===== src/rtl/fifo_serial_tx.sv =====
// fifo_serial_tx: drains a FIFO word by word and serializes it as start, LSB-first data, optional even parity, stop
module fifo_serial_tx #(
    parameter int DATA_WIDTH   = 8,
    parameter int CLKS_PER_BIT = 4,
    parameter int PARITY_EN    = 1,
    parameter int CNT_WIDTH    = 16
) (
    input  logic                  clk,
    input  logic                  Reset,
    input  logic                  Enable,
    input  logic                  FIFO_empty,
    input  logic [DATA_WIDTH-1:0] FIFO_data_out,
    output logic                  read_enable,
    output logic                  tx,
    output logic                  busy,
    output logic                  done,
    output logic [CNT_WIDTH-1:0]  frames_sent
);
    localparam int TW = $clog2(CLKS_PER_BIT);
    localparam int BW = DATA_WIDTH > 1 ? $clog2(DATA_WIDTH) : 1;
    localparam logic [TW-1:0] TMAX = TW'(CLKS_PER_BIT - 1);
    localparam logic [BW-1:0] BLAST = BW'(DATA_WIDTH - 1);

    typedef enum logic [2:0] {IDLE, REQ, WAIT, START, DATA, PAR, STOP} state_t;

    state_t                r_state;
    logic [TW-1:0]         r_timer;
    logic [BW-1:0]         r_bit;
    logic [DATA_WIDTH-1:0] r_shift;
    logic                  r_par;
    logic                  r_tx;
    logic [CNT_WIDTH-1:0]  r_count;
    logic                  w_bit_end;

    assign w_bit_end   = r_timer == '0;
    assign read_enable = Enable && r_state == REQ;
    assign done        = Enable && r_state == STOP && w_bit_end;
    assign busy        = r_state != IDLE;
    assign tx          = r_tx;
    assign frames_sent = r_count;

    // Frame sequencer; tx is loaded with the level of the state being entered
    always_ff @(posedge clk) begin
        if (!Reset) begin
            r_state <= IDLE;
            r_timer <= '0;
            r_bit   <= '0;
            r_shift <= '0;
            r_par   <= 1'b0;
            r_tx    <= 1'b1;
            r_count <= '0;
        end else if (Enable) begin
            if (done)
                r_count <= r_count + 1'b1;
            case (r_state)
                IDLE: begin
                    r_tx <= 1'b1;
                    if (!FIFO_empty)
                        r_state <= REQ;
                end
                REQ: r_state <= WAIT;
                WAIT: begin
                    r_shift <= FIFO_data_out;
                    r_par   <= ^FIFO_data_out;
                    r_timer <= TMAX;
                    r_tx    <= 1'b0;
                    r_state <= START;
                end
                START: begin
                    if (w_bit_end) begin
                        r_timer <= TMAX;
                        r_bit   <= '0;
                        r_tx    <= r_shift[0];
                        r_state <= DATA;
                    end else
                        r_timer <= r_timer - 1'b1;
                end
                DATA: begin
                    if (w_bit_end) begin
                        r_timer <= TMAX;
                        if (r_bit == BLAST) begin
                            r_tx    <= PARITY_EN != 0 ? r_par : 1'b1;
                            r_state <= PARITY_EN != 0 ? PAR : STOP;
                        end else begin
                            r_bit   <= r_bit + 1'b1;
                            r_shift <= r_shift >> 1;
                            r_tx    <= r_shift[1];
                        end
                    end else
                        r_timer <= r_timer - 1'b1;
                end
                PAR: begin
                    if (w_bit_end) begin
                        r_timer <= TMAX;
                        r_tx    <= 1'b1;
                        r_state <= STOP;
                    end else
                        r_timer <= r_timer - 1'b1;
                end
                STOP: begin
                    if (w_bit_end)
                        r_state <= FIFO_empty ? IDLE : REQ;
                    else
                        r_timer <= r_timer - 1'b1;
                end
                default: r_state <= IDLE;
            endcase
        end
    end
endmodule


===== config.mk =====
export PLATFORM = sky130hd
export DESIGN_NAME = fifo_serial_tx
export DESIGN_NICKNAME = d
export VERILOG_FILES = /design/src/rtl/fifo_serial_tx.sv
export SDC_FILE = /design/constraint.sdc
export NUM_CORES = 1
export LEC_CHECK = 0
export CORE_MARGIN = 4
export CORE_UTILIZATION = 53
export CTS_CLUSTER_DIAMETER = 200
export DETAILED_ROUTE_END_ITERATION = 6
export HOLD_SLACK_MARGIN = 0.03
export PLACE_DENSITY = 0.88
export SLEW_MARGIN = 20
export SYNTH_ARGS = -nofsm -noshare
export SYNTH_HDL_FRONTEND = slang
export SYNTH_SLANG_ARGS = --single-unit

===== constraint.sdc =====
create_clock -name clk -period 2.26 [get_ports clk]
set_clock_uncertainty 0.2 [all_clocks]
set_input_delay 0.565 -clock clk [delete_from_list [all_inputs] [get_ports clk]]
set_output_delay 0.565 -clock clk [all_outputs]
set_load 0.1 [all_outputs]

==> results of run 1 <==
## routing by layer
| layer | track usage [%] | part of all wire [%] | wire length (um) | vias up |
|---|---|---|---|---|
| li1 | - | - | - | 920 |
| met1 | 27.3 | 40 | 2050 | 886 |
| met2 | 43.3 | 52 | 2610 | 69 |
| met3 | 5.02 | 5.6 | 286 | 13 |
| met4 | 7.94 | 2.4 | 124 | 0 |
| met5 | 0 | 0 | 0 | - |
## cell usage after synthesis, types with 2 or more instances
cell      instances  share of area, %
a211oi_1          2              0.77
a21boi_0          2              0.77
a21oi_1          14               3.6
a31oi_1           8               2.6
and2_0            2              0.64
buf_2             3              0.77
clkbuf_1          9               1.7
dfxtp_1          34                35
ha_1              5               3.2
inv_1            15               2.9
mux2i_1           8               4.1
nand2_1          16               3.1
nand2b_1          7               2.3
nand3_1           7               1.8
nand3b_1          2              0.77
nand4_1           5               1.6
nand4b_1          3               1.4
nor2_1           22               4.2
nor3_1            4               1.0
nor4_1            2              0.64
o211ai_1          2              0.77
o21a_1            2              0.77
o21ai_0          14               3.6
o221a_2           7               4.1
or3_1             4               1.3
xnor2_1          10               4.5
xor2_1            4               1.8
## worst max-delay path, cell delays in order (launching register included)
cell and delay (ns):
dfxtp_2 0.36, buf_4 0.17, or3_2 0.44, buf_12 0.18
## layout make-up
| cell class | count | area (um^2) |
|---|---|---|
| Tap cell | 46 | 57.6 |
| Fill cell | 214 | 698 |
| Clock buffer | 7 | 86.3 |
| Sequential cell | 34 | 701 |
| Clock inverter | 1 | 5.00 |
| Multi-Input combinational cell | 170 | 1170 |
| Timing Repair Buffer | 51 | 662 |
| Inverter | 15 | 60.1 |
## sequential cells by signal, indices dropped and copies added, names as in the netlist
signal	cells
r_shift	8
r_par	1
r_state	3
r_timer	2
r_bit	3
frames_sent	16
tx	1
## worst min-delay path by stage
stage	end	from	slack [ns]
6_report	r_timer[1]	r_timer[1]	0.30
5_1_grt	r_timer[1]	r_timer[1]	0.30
4_1_cts	r_timer[1]	r_timer[1]	0.29
3_5_place_dp	r_timer[1]	r_timer[1]	0.27
3_3_place_gp	r_timer[1]	r_timer[1]	0.25
2_1_floorplan	r_timer[1]	r_timer[1]	0.24
## through the flow
stage / std cells / total power [mW]
2_1_floorplan: 233 / 0.751
5_1_grt: 324 / 1.33
3_3_place_gp: 315 / 0.818
6_report: 324 / 1.28
4_1_cts: 324 / 1.28
3_5_place_dp: 315 / 0.823
## logic make-up (layout without fill, tap and decap cells)
group / after synthesis / count (layout)
AOI/OAI and AO/OA: 58 / 58
and+or+nand+nor: 85 / 85
xor gates and xnor gates: 14 / 14
muxes: 8 / 8
adders and majority gates: 5 / 5
buffers and inverters: 29 / 74
DFF: 34 / 34
## power groups by stage
stage	registers [mW]	clock network [mW]	logic, mW
floorplan	0.637	0	0.114
finish	0.619	0.472	0.193
global route	0.620	0.502	0.206
CTS	0.620	0.470	0.190
detailed placement	0.633	0	0.190
global placement	0.633	0	0.185
## repair_timing
item                                    CTS  global route
setup buffers                             1             0
endpoints found under the setup margin    3             9
hold buffers                              0             0
gates resized for setup                   6             6
pin swaps                                 0             0
==> summary.txt, run 1 <==
Floorplan
  – DIE AREA: 4700 um^2
  – Die H: 68.6 um
  – # IOs: 32
  – FP Rows: 21
  – Initial Utilization: 56.5%
  – Core area: 3440 um^2
  – Die width: 68.6 um

Power and ir drop
  – LEAKAGE: 1.05 nW
  – Int Power: 0.941 mW
  – NetSw: 0.343 mW
  – Combinational share of power: 15.1%
  – Sequential Power Share: 48.2%
  – Clk network pwr share: 36.7%
  – Net Sw Frac: 26.7%
  – Worst vdd ir: 0.000335 V
  – Power per cell area: 468 nW/um^2

Logic synthesis
  – Register bit count reported by yosys: 34
  – Post-synthesis xor/xnor area fraction: 6.31%
  – Syn nets: 250
  – Synth Flop Type: dfxtp_1
  – EDFF count, synth: 0
  – Syn_area_per_cell: 8.34 um^2
  – Post-synthesis simple-gate area fraction: 24.5%
  – Synth async-reset ratio: 0%
  – Synth Instances: 233
  – Seq/Total Area, Yosys: 35.0%
  – Synth cell types: 47
  – Ys Warns: 0
  – Main combinational cell family by area after synthesis: simple AND/OR/NAND/NOR gates
  – Synth Cell Area: 1940 um^2
  – Compound-Gate Fraction of Synth Area: 20.6%
  – Post-Synth Adder-Cell Area: 3.22%
  – Multiplexer area fraction after synthesis: 4.12%

Place
  – Setup slack at placement: -0.327 ns
  – HPWL Detailed: 3630 um
  – GP Congestion: 0.811
  – Port Buf Inserts: 31
  – Dpl cell area: 2620 um^2

Timing
  – Final setup viols: 0
  – Final period utilization: 98.2%
  – Final Hold Viols: 0
  – Max Clk Rate: 0.451 GHz
  – Hold_ws: 0.298 ns
  – Fin crit period: 2.22 ns
  – Slew headroom: 78.4%
  – Final Max Tran Viols: 0
  – Setup tns final: 0 ns
  – Setup slack after layout: 0.0416 ns
  – Slew @ Worst Pin: 0.320 ns

Min path
  – Min-Delay Path Class: flip-flop to flip-flop
  – Hold Path Depth: 2

Detailed routing
  – Final ANT Viol Nets: 0
  – First DRT Iteration DRCs: 138
  – Vias: 1888
  – Drt total wl: 5070 um
  – DRC: 0
  – Via density: 5.83
  – Routed length per placed instance: 15.6 um
  – First-pass detailed-route iteration total: 5

CTS
  – TritonCTS Sinks: 34
  – Root Buffer: clkbuf_8
  – Clock Latency Late Sink: 0.29 ns
  – Worst-case clock buffer depth: 2
  – Total CTS buffers: 5
  – TritonCTS clock tree: yes
  – H-Tree Depth: 2
  – Clock slew at reported path FFs: 0.07 ns

Setup path
  – End point of the critical path: busy
  – Element type at the critical path end: output pin
  – R2R depth: 6
  – CP Launch Type: flip-flop
  – Reg2reg end: r_shift[4]
  – Critical Path RT: 1.49 ns
  – Critical path class: flip-flop to output pin
  – Worst setup path startpoint: r_state[0]
  – Reg-to-Reg Start: r_bit[0]
  – FF-to-FF setup slack: 0.09 ns
  – Critical path arrival: 1.45 ns
  – Peak fanout along the critical path: 10

GRT
  – Largest net degree at the start of global routing: 19
  – Vias in the first global route: 1836
  – First-pass GRT wire length: 8340 um
  – Grt total ovfl: 0
  – Antenna violations before repair: 0
  – Gr usage total: 23.8%

Cells and area
  – P&R area growth vs syn: 41.2%
  – Final instance area: 2740 um^2
  – Commonest non-fill, non-tap cells in the layout: nor2_1, dfxtp_1, buf_12, buf_4, nand2_1
  – Nets: 294
  – Ant diodes: 0
  – Final Util: 79.7%
  – Share of post-route cells with drive strength above 1: 28.4%

Run
  – Max Cap Viol: 0

Outcome
  – Outcome: completed
(Power assumes the default switching activity.)
==> inputs of run 2 (changes only) <==
--- a/config.mk
+++ b/config.mk
@@ -15,3 +15,4 @@
 export SYNTH_ARGS = -nofsm -noshare
 export SYNTH_HDL_FRONTEND = slang
 export SYNTH_SLANG_ARGS = --single-unit
+export TNS_END_PERCENT = 1
==> run 2 against run 1 <==
Effect of this change:
- fmax fell by 0.12%
- design area up 0.27%
- critical endpoint is now done
- power shrank 0.95%
- sequential share of layout area decreased by 0.43 points
- critical path depth rose by 2
- count of clock-buffer cells in the layout shrank 1
- largest power group unchanged
- critical path type is now input pin to output pin
- highest routed layer unchanged
- combinational power about the same
==> summary.txt, run 2 (synthesis gave the netlist of run 1 again) <==
Setup path
  – CP Launch Type: input pin
  – Critical-path cell list: clkdlybuf4s15_2 > and4b_1 > nand2_1 > inv_2 > buf_12
  – Critical path arrival: 1.46 ns (about the same)
  – End point of the critical path: done
  – FF-to-FF setup slack: 0.08 ns (about the same)
  – Critical Path RT: 1.49 ns (about the same)
  – Reg2reg end: r_shift[6]
  – CP max stage cell: clkdlybuf4s15_2
  – Element type at the critical path end: output pin
  – Delay-heaviest family, CP: buffers and inverters
  – Crit path buffers/inverters: 3 (+1)
  – Reg-to-Reg Start: r_bit[0]
  – Peak fanout along the critical path: 4 (-6)
  – Worst path max stage delay: 0.24 ns (-0.20 ns)
  – Worst setup path startpoint: Enable
  – R2R depth: 6 (unchanged)
  – Critical path class: input pin to output pin
  – Stages on the worst setup path: 5 (+2)

Cells and area
  – Share of post-route cells with drive strength above 1: 27.4% (-1.0 points)
  – Final Util: 79.9% (+0.22 points)
  – Ant diodes: 0 (unchanged)
  – Max reg flops: 16 (unchanged)
  – # fillers: 203 (-5.1%)
  – Final instance area: 2750 um^2 (+0.27%)
  – Commonest non-fill, non-tap cell in the layout: dfxtp_1
  – Commonest non-fill, non-tap cells in the layout: dfxtp_1, nor2_1, buf_4
  – P&R area growth vs syn: 41.6%
  – Nets: 297 (+1.0%)

GRT
  – Largest net degree at the start of global routing: 19 (unchanged)
  – Grt total ovfl: 0 (unchanged)
  – Gr usage total: 21.8% (-1.9 points)
  – Vias in the first global route: 1754 (-4.5%)
  – First-pass GRT wire length: 7760 um (-7.0%)
  – Antenna violations before repair: 0 (unchanged)

Place
  – Dpl cell area: 2640 um^2 (+0.67%)
  – Port Buf Inserts: 31 (unchanged)
  – HPWL Detailed: 3560 um (-2.1%)
  – Setup slack at placement: -0.408 ns (-0.0807 ns)
  – GP Congestion: 0.867 (+6.9%)

Timing
  – Setup slack after layout: 0.0389 ns (-0.00271 ns)
  – Slew headroom: 76.4% (-2.0 points)
  – Max Clk Rate: 0.450 GHz (-0.12%)
  – Final period utilization: 98.3% (+0.12 points)
  – Final Hold Viols: 0 (unchanged)
  – Final setup viols: 0 (unchanged)
  – RSZ-0062 raised after global routing: no
  – Final Max Tran Viols: 0 (unchanged)
  – Slew @ Worst Pin: 0.353 ns (+0.0331 ns)
  – Fin crit period: 2.22 ns (+0.00271 ns)

Power and ir drop
  – Combinational share of power: 14.9% (-0.2 points)
  – Net Sw Frac: 26.0% (-0.77 points)
  – LEAKAGE: 1.07 nW (+1.7%)
  – Int Power: 0.942 mW (about the same)
  – NetSw: 0.330 mW (-3.8%)
  – Worst vdd ir: 0.000420 V (+25%)
  – Sequential Power Share: 48.9% (+0.7 points)
  – Clk network pwr share: 36.2% (-0.5 points)
  – Power per cell area: 462 nW/um^2 (-1.2%)

CTS
  – Worst-case clock buffer depth: 2 (unchanged)
  – TritonCTS clock tree: yes
  – Clock slew at reported path FFs: 0.07 ns (about the same)
  – H-Tree Depth: 2 (unchanged)
  – Total CTS buffers: 5 (unchanged)
  – Clock Latency Late Sink: 0.28 ns (about the same)
  – TritonCTS Sinks: 34 (unchanged)
  – Root Buffer: clkbuf_8

Floorplan
  – DIE AREA: 4700 um^2 (unchanged)
  – Die H: 68.6 um (unchanged)
  – Initial Utilization: 56.5% (unchanged)
  – # IOs: 32 (unchanged)
  – Die width: 68.6 um (unchanged)
  – Core area: 3440 um^2 (unchanged)
  – FP Rows: 21 (unchanged)

Min path
  – Hold Path Depth: 2 (unchanged)
  – Min-Delay Path Class: flip-flop to flip-flop

Detailed routing
  – Via density: 5.74 (-1.5%)
  – Drt total wl: 4600 um (-9.3%)
  – Routed length per placed instance: 14.1 um (-10%)
  – First DRT Iteration DRCs: 183 (+33%)
  – Final ANT Viol Nets: 0 (unchanged)
  – DRC: 0 (unchanged)
  – Vias: 1876 (-0.64%)
  – First-pass detailed-route iteration total: 4 (-1)

Outcome
  – Outcome: completed

Run
  – Max Cap Viol: 0 (unchanged)
## run 2: cell types whose count changed in the layout (fill, tap and decap cells not counted), sizes merged
| cell | previous run | this run |
|---|---|---|
| buf | 40 | 43 |
| clkbuf | 7 | 6 |
| inv | 14 | 15 |
## run 2: area by class of cell
cell class / count / area (um^2) / area share [%]
inverter: 15 / 56.3 / 2.05
clock inverter: 2 / 12.5 / 0.455
timing repair buffer: 54 / 697 / 25.3
clock buffer: 6 / 82.6 / 3.00
tap: 46 / 57.6 / 2.09
sequential: 34 / 691 / 25.1
multi-input combinational: 170 / 1150 / 42.0
## run 2: worst min-delay path: stages, from the launching register on
cell	delay, ns
dfxtp_1	0.30
inv_1	0.07
a211oi_1	0.06
## run 2: how the worst min path moves through the flow
| stage | endpoint | from |
|---|---|---|
| after floorplan | r_timer[1] | r_timer[1] |
| after global placement | r_timer[1] | r_timer[1] |
| after detailed placement | r_timer[1] | r_timer[1] |
| after CTS | r_timer[1] | r_timer[1] |
| after global routing | r_timer[1] | r_timer[1] |
| final | r_timer[1] | r_timer[1] |
## run 2: timing repair
| action | in CTS | in global routing |
|---|---|---|
| hold buffers | 0 | 0 |
| buffers inserted | 1 | 1 |
| endpoints found under the setup margin | 4 | 1 |
| gates cloned | 0 | 0 |
| resized for setup | 7 | 0 |
## run 2: power groups by stage
| stage | clock [mW] | sequential, mW | combinational (mW) |
|---|---|---|---|
| finish | 0.461 | 0.621 | 0.190 |
| global route | 0.497 | 0.623 | 0.204 |
| CTS | 0.468 | 0.621 | 0.190 |
| detailed placement | 0 | 0.634 | 0.189 |
| global placement | 0 | 0.634 | 0.185 |
| floorplan | 0 | 0.637 | 0.114 |
## run 2: per-stage QoR
stage / hold slack, ns / TNS [ns] / instances / power [mW]
2_1_floorplan: 0.241 / -0.906 / 233 / 0.750
3_3_place_gp: 0.267 / -3.08 / 317 / 0.818
3_5_place_dp: 0.269 / -3.73 / 317 / 0.823
4_1_cts: 0.279 / 0 / 326 / 1.28
5_1_grt: 0.295 / 0 / 327 / 1.32
6_report: 0.278 / 0 / 327 / 1.27
## run 2: routing by layer
layer / wire length (um) / up-vias / GRT usage [%]
li1: - / 930 / -
met5: 0 / - / 0
met3: 184 / 10 / 5.19
met1: 1980 / 890 / 25.0
met4: 76 / 0 / 7.20
met2: 2360 / 46 / 39.5
==> inputs of run 3 (changes only) <==
--- a/config.mk
+++ b/config.mk
@@ -5,7 +5,7 @@
 export SDC_FILE = /design/constraint.sdc
 export NUM_CORES = 1
 export LEC_CHECK = 0
-export CORE_MARGIN = 4
+export CORE_MARGIN = 10
 export CORE_UTILIZATION = 53
 export CTS_CLUSTER_DIAMETER = 200
 export DETAILED_ROUTE_END_ITERATION = 6
==> run 3 against run 2 <==
Effect of this change:
- first-iteration DRC count shrank 32%
- count of clock-buffer cells in the layout down 1
- die area increased by 38%
- combinational power barely moved
- critical endpoint is now busy
- highest routed layer unchanged
==> summary.txt, run 3 (synthesis gave the netlist of run 1 again) <==
CTS
  – Root Buffer: clkbuf_8
  – H-Tree Depth: 2 (unchanged)
  – Total CTS buffers: 5 (unchanged)
  – Clock slew at reported path FFs: 0.07 ns (about the same)
  – TritonCTS Sinks: 34 (unchanged)
  – Worst-case clock buffer depth: 2 (unchanged)
  – Hold-fix buffers, CTS: 0 (unchanged)
  – Clock Latency Late Sink: 0.29 ns (about the same)
  – TritonCTS clock tree: yes

Outcome
  – Outcome: completed

Floorplan
  – # IOs: 32 (unchanged)
  – FP Rows: 21 (unchanged)
  – DIE AREA: 6490 um^2 (+38%)
  – Initial Utilization: 56.5% (unchanged)
  – Core area: 3440 um^2 (unchanged)
  – Die width: 80.6 um (+18%)
  – Die H: 80.6 um (+18%)

Cells and area
  – Non-Filler Instances: 329 (+0.61%)
  – Share of post-route cells with drive strength above 1: 27.9% (+0.51 points)
  – Commonest non-fill, non-tap cell in the layout: dfxtp_1
  – # fillers: 193 (-4.9%)
  – Commonest non-fill, non-tap cells in the layout: dfxtp_1, buf_4, nor2_1
  – Max reg flops: 16 (unchanged)
  – Nets: 299 (+0.67%)
  – Ant diodes: 0 (unchanged)
  – Final Util: 81.5% (+1.6 points)
  – P&R area growth vs syn: 44.4%

Detailed routing
  – Drt total wl: 4900 um (+6.6%)
  – Routed length per placed instance: 14.9 um (+5.9%)
  – First-pass detailed-route iteration total: 4 (unchanged)
  – First DRT Iteration DRCs: 124 (-32%)
  – Via density: 5.71 (-0.40%)
  – Final ANT Viol Nets: 0 (unchanged)
  – DRC: 0 (unchanged)
  – Vias: 1880 (+0.21%)

Setup path
  – Element type at the critical path end: output pin
  – CP Launch Type: flip-flop
  – Critical path class: flip-flop to output pin
  – Critical path arrival: 1.39 ns (-0.07 ns)
  – Peak fanout along the critical path: 13 (+9)
  – Critical Path RT: 1.49 ns (about the same)

Power and ir drop
  – Worst vdd ir: 0.000440 V (+4.9%)
  – Power per cell area: 530 nW/um^2 (+15%)
  – Overall power: 1.49 mW (+17%)
  – LEAKAGE: 1.10 nW (+2.9%)

Timing
  – Hold_ws: 0.320 ns (+0.0422 ns)
  – Final Max Tran Viols: 0 (unchanged)
  – Final period utilization: 95.4% (-2.9 points)
  – RSZ-0062 raised after global routing: no
  – Setup slack after layout: 0.105 ns (+0.0657 ns)
  – Max Clk Rate: 0.464 GHz (+3.0%)
  – Final Hold Viols: 0 (unchanged)
  – Final setup viols: 0 (unchanged)
  – Slew headroom: 75.2% (-1.2 points)
  – Fin crit period: 2.16 ns (-0.0657 ns)
  – Slew @ Worst Pin: 0.368 ns (+0.0150 ns)

Place
  – GP Congestion: 0.862 (-0.57%)
  – Setup slack at placement: -0.313 ns (+0.0951 ns)
  – HPWL Detailed: 3660 um (+2.8%)
  – Port Buf Inserts: 31 (unchanged)
  – Inst Count DP: 320 (+0.95%)

GRT
  – Largest net degree at the start of global routing: 16 (-3)
  – First-pass GRT wire length: 8310 um (+7.1%)
  – Grt total ovfl: 0 (unchanged)
  – Antenna violations before repair: 0 (unchanged)
  – Gr usage total: 15.6% (-6.3 points)
  – Vias in the first global route: 1834 (+4.6%)

Run
  – Max Cap Viol: 0 (unchanged)

Min path
  – Min-Delay Path Class: flip-flop to flip-flop
[run 3: path summary, 6_finish.rpt]
| kind | start | endpoint | slack (ns) | cells past startpoint |
|---|---|---|---|---|
| min | frames_sent[1] | frames_sent[1] | 0.32 | 2 |
| max | r_state[1] | busy | 0.10 | 2 |
| min reg2reg | frames_sent[1] | frames_sent[1] | 0.32 | 2 |
| max reg2reg | r_bit[0] | r_shift[5] | 0.12 | 6 |
[run 3: repair_timing]
item	CTS	global route
setup buffers	1	0
gates resized for setup	4	5
cloned	0	0
endpoints found under the setup margin	2	2
[run 3: power by group]
| part | switching (mW) | total (mW) | internal (mW) |
|---|---|---|---|
| sequential | 0.0126 | 0.621 | 0.609 |
| clock | 0.230 | 0.672 | 0.442 |
| combinational | 0.101 | 0.192 | 0.0909 |
[run 3: layout make-up]
| class | instances | area (um^2) | share of cell area (%) |
|---|---|---|---|
| repair buffers | 56 | 693 | 24.7 |
| flip-flops and latches | 34 | 693 | 24.7 |
| inverters | 15 | 56.3 | 2.01 |
| clock inverters | 3 | 68.8 | 2.45 |
| multi-input cells | 170 | 1170 | 41.6 |
| well taps | 46 | 57.6 | 2.05 |
| clock buffers | 5 | 68.8 | 2.45 |
[run 3: critical path, stage by stage (launching register included)]
cell,delay (ns)
dfxtp_4,0.39
or3_2,0.51
buf_12,0.18
[run 3: through the flow]
stage | setup TNS (ns) | area, um^2
6_report | 0 | 2810
5_1_grt | 0 | 2810
4_1_cts | 0 | 2790
3_5_place_dp | -4.05 | 2650
3_3_place_gp | -3.49 | 2650
2_1_floorplan | -0.906 | 1960
[run 3: layer usage]
metal	up-vias	track usage (%)	part of all wire, %
met3	14	4.90	6.3
met2	57	27.4	50
met1	878	16.9	41
met4	0	5.81	2.1
met5	-	0	0
li1	931	-	-
==> RTL change (flow settings as in run 2) <==
The parameter `CLKS_PER_BIT` goes from 4 to 2.
--- a/src/rtl/fifo_serial_tx.sv
+++ b/src/rtl/fifo_serial_tx.sv
@@ -3,3 +3,3 @@
     parameter int DATA_WIDTH   = 8,
-    parameter int CLKS_PER_BIT = 4,
+    parameter int CLKS_PER_BIT = 2,
     parameter int PARITY_EN    = 1,
Behaviour: not the same (a bounded check fails within 10 cycles, from zero or initial values and one cycle with Reset low).
==> RTL change against run 2 <==
- the flow now finishes with violations (negative setup slack)
- power up 2.5%
- design area up 0.41%
- cell count down 6.1%
- sequential cell count down 1
- largest cell class unchanged
- setup slack worse by 0.094 ns
- area after synthesis down 3.5%
- routed wire length up 14%
- fmax down 4.0%
- non-clock buffer count up 3
- critical path depth up 2
==> RTL change: results (changes against run 2) <==
Status:
- The flow ran to the end, but the final reports show violations.
- The checks that failed: negative setup slack.

Layout:
- The layout net count is 276 (-7.1%).
- The fraction of layout cells with a size suffix above 1 came to 0.330 (+0.0555).
- The sequential cell count of the final layout is 33 (-2.9%).
- The count of fill cells added during filler insertion is 179 (-12%).
- The buffering overhead was 0.266 (+0.0126).
- The non-clock buffer count in the final layout is 57 (+5.6%).
- The relative area of clock buffers and inverters in the final design is 0.0308 (-0.00376).
- The register cell area after layout is 681 um^2 (-1.4%).
- The number of clock-tree buffers in the layout is 7 (+1).
- The combined area of the multi-input logic cells came to 1190 um^2 (+2.7%).
- The non-clock inverter count in the final layout came to 5 (-10).
- The layout multi-input combinational cell count came to 158 (-7.1%).

GRT:
- The met1 track utilization from global routing was 0.258 (+0.00836).
- The total track usage is 0.235 (+0.0168).
- The fraction of met2 tracks used by global routing came to 0.407 (+0.0125).
- The number of global-route vias before repair is 1807 (+3.0%).
- The pin count of the biggest net entering global routing is 21 (+2).
- The met3 usage in global routing is 0.0715 (+0.0197).
- The wire length of the first global-routing pass is 8050 um (+3.7%).

Power and ir drop:
- The power per standard cell area is 472 nW/um^2 (+2.1%).
- The power attributed to combinational cells is 0.000227 W (+19%).
- The worst vdd rail ir drop is 0.000430 V (+2.5%).
- The standby leakage power came to 1.01 nW (-5.7%).

Place:
- The estimated wirelength of the detail-placed design is 3390 um (-4.5%).
- The placement-stage cell area is 2570 um^2 (-2.7%).
- The final estimated routing congestion in global placement was 0.831 (-4.2%).

Synthesis:
- The count of unique library cells instantiated by Yosys is 45 (-4.3%).
- The number of nets in the synthesized netlist is 226 (-9.6%).
- By count the netlist is led by dfxtp_1, nor2_1, a21oi_1, mux2i_1, xnor2_1.
- In the post-synthesis netlist, the biggest area contributors are dfxtp_1, mux2i_1, xnor2_1.
- The sequential fraction of the synthesis area is 0.352 (+0.00195).

Timing:
- The final critical-path setup slack is -0.0547 ns (-0.0936 ns).
- The relative max-transition margin is 0.759 (-0.00541).
- The setup violation total in the final timing report is 3 (+3).
- The final total negative setup slack is -0.0940 ns (-0.0940 ns).

Detailed routing:
- The total met3 wirelength after detailed routing came to 267 um (+45%).
- The sum of met2 wire segment lengths after detailed routing is 2710 um (+14%).
- The number of violations reported at the end of detailed-routing iteration 0 is 190 (+3.8%).
- The mean number of vias per cell is 5.83 (+1.7%).
- The routed length per instance was 17.1 um (+21%).

Hold path:
- The class of the tightest hold or removal check is reg -> reg.
- The launch point of the worst hold path is r_shift[0].
- The endpoint of the worst hold-timing path is r_shift[0].

Worst setup path:
- The top cell family by delay on the critical path is simple AND/OR/NAND/NOR gates.
- The path depth of the worst reg2reg path is 7 (+1).
- The largest incremental delay on the critical path is 0.54 ns (+0.30 ns).
- The top fanout value on the critical path is 6 (+2).
- In this run the critical register-to-register path is captured at r_shift[2].

Floorplan:
- The die width is 67.5 um (-1.6%).

Clock tree:
- CTS placed an instance of clkbuf_4 at the clock tree root.
- The clock latency of the later-clocked register in the worst-skew pair is 0.35 ns (+0.07 ns).
- The clock-pin transition on the worst setup and hold timing paths came to 0.10 ns (+0.03 ns).
RTL change: cell count changes after synthesis, sizes merged, moves of 5 or more:
cell,before,now
inv,15,5
a31oi,8,0
nand2,16,8
a211oi,2,9
o221a,7,0
o21ai,14,8
nor2,22,27
RTL change: metrics by stage:
stage / setup WS, ns / utilization / hold slack (ns) / cells
finish: -0.0547 / 0.815 / 0.308 / 307
global placement: -0.297 / 0.757 / 0.282 / 295
global route: -0.104 / 0.815 / 0.335 / 307
CTS: 0.00417 / 0.791 / 0.312 / 304
detailed placement: -0.335 / 0.757 / 0.292 / 295
floorplan: -0.136 / - / 0.260 / 210
RTL change: kinds of logic (layout without fill, tap and decap cells):
| family | count (synthesis) | after routing | share of synthesized area |
|---|---|---|---|
| multiplexers | 13 | 13 | 0.0700 |
| adder cells (fa/ha/maj) | 4 | 4 | 0.0267 |
| XOR/XNOR | 16 | 16 | 0.0747 |
| AO/OA/AOI/OAI | 45 | 45 | 0.176 |
| flip-flops | 33 | 33 | 0.352 |
| AND/OR/NAND/NOR | 80 | 80 | 0.250 |
| buffers and inverters | 19 | 70 | 0.0507 |
RTL change: tightest hold or removal path: stages (launching register included):
cell and delay (ns):
dfxtp_1 0.33, nor2_1 0.10, a211oi_1 0.05
RTL change: timing repair:
action                                  CTS  global route
cloned                                    0             1
pin swaps                                 1             7
gates resized for setup                   9            10
hold buffers                              0             0
endpoints found under the setup margin    4            10
setup buffers                             1             2
RTL change: worst max-delay path by stage:
stage                     slack, ns     start               to  depth (start not counted)
final                         -0.05  r_bit[0]       r_shift[2]                          7
after global routing          -0.10  r_bit[0]       r_shift[7]                          7
after CTS                     0.004  r_bit[0]       r_shift[6]                          7
after detailed placement      -0.33    Enable  frames_sent[15]                          5
after global placement        -0.30    Enable  frames_sent[15]                          5
after floorplan               -0.14    Enable      read_enable                          3
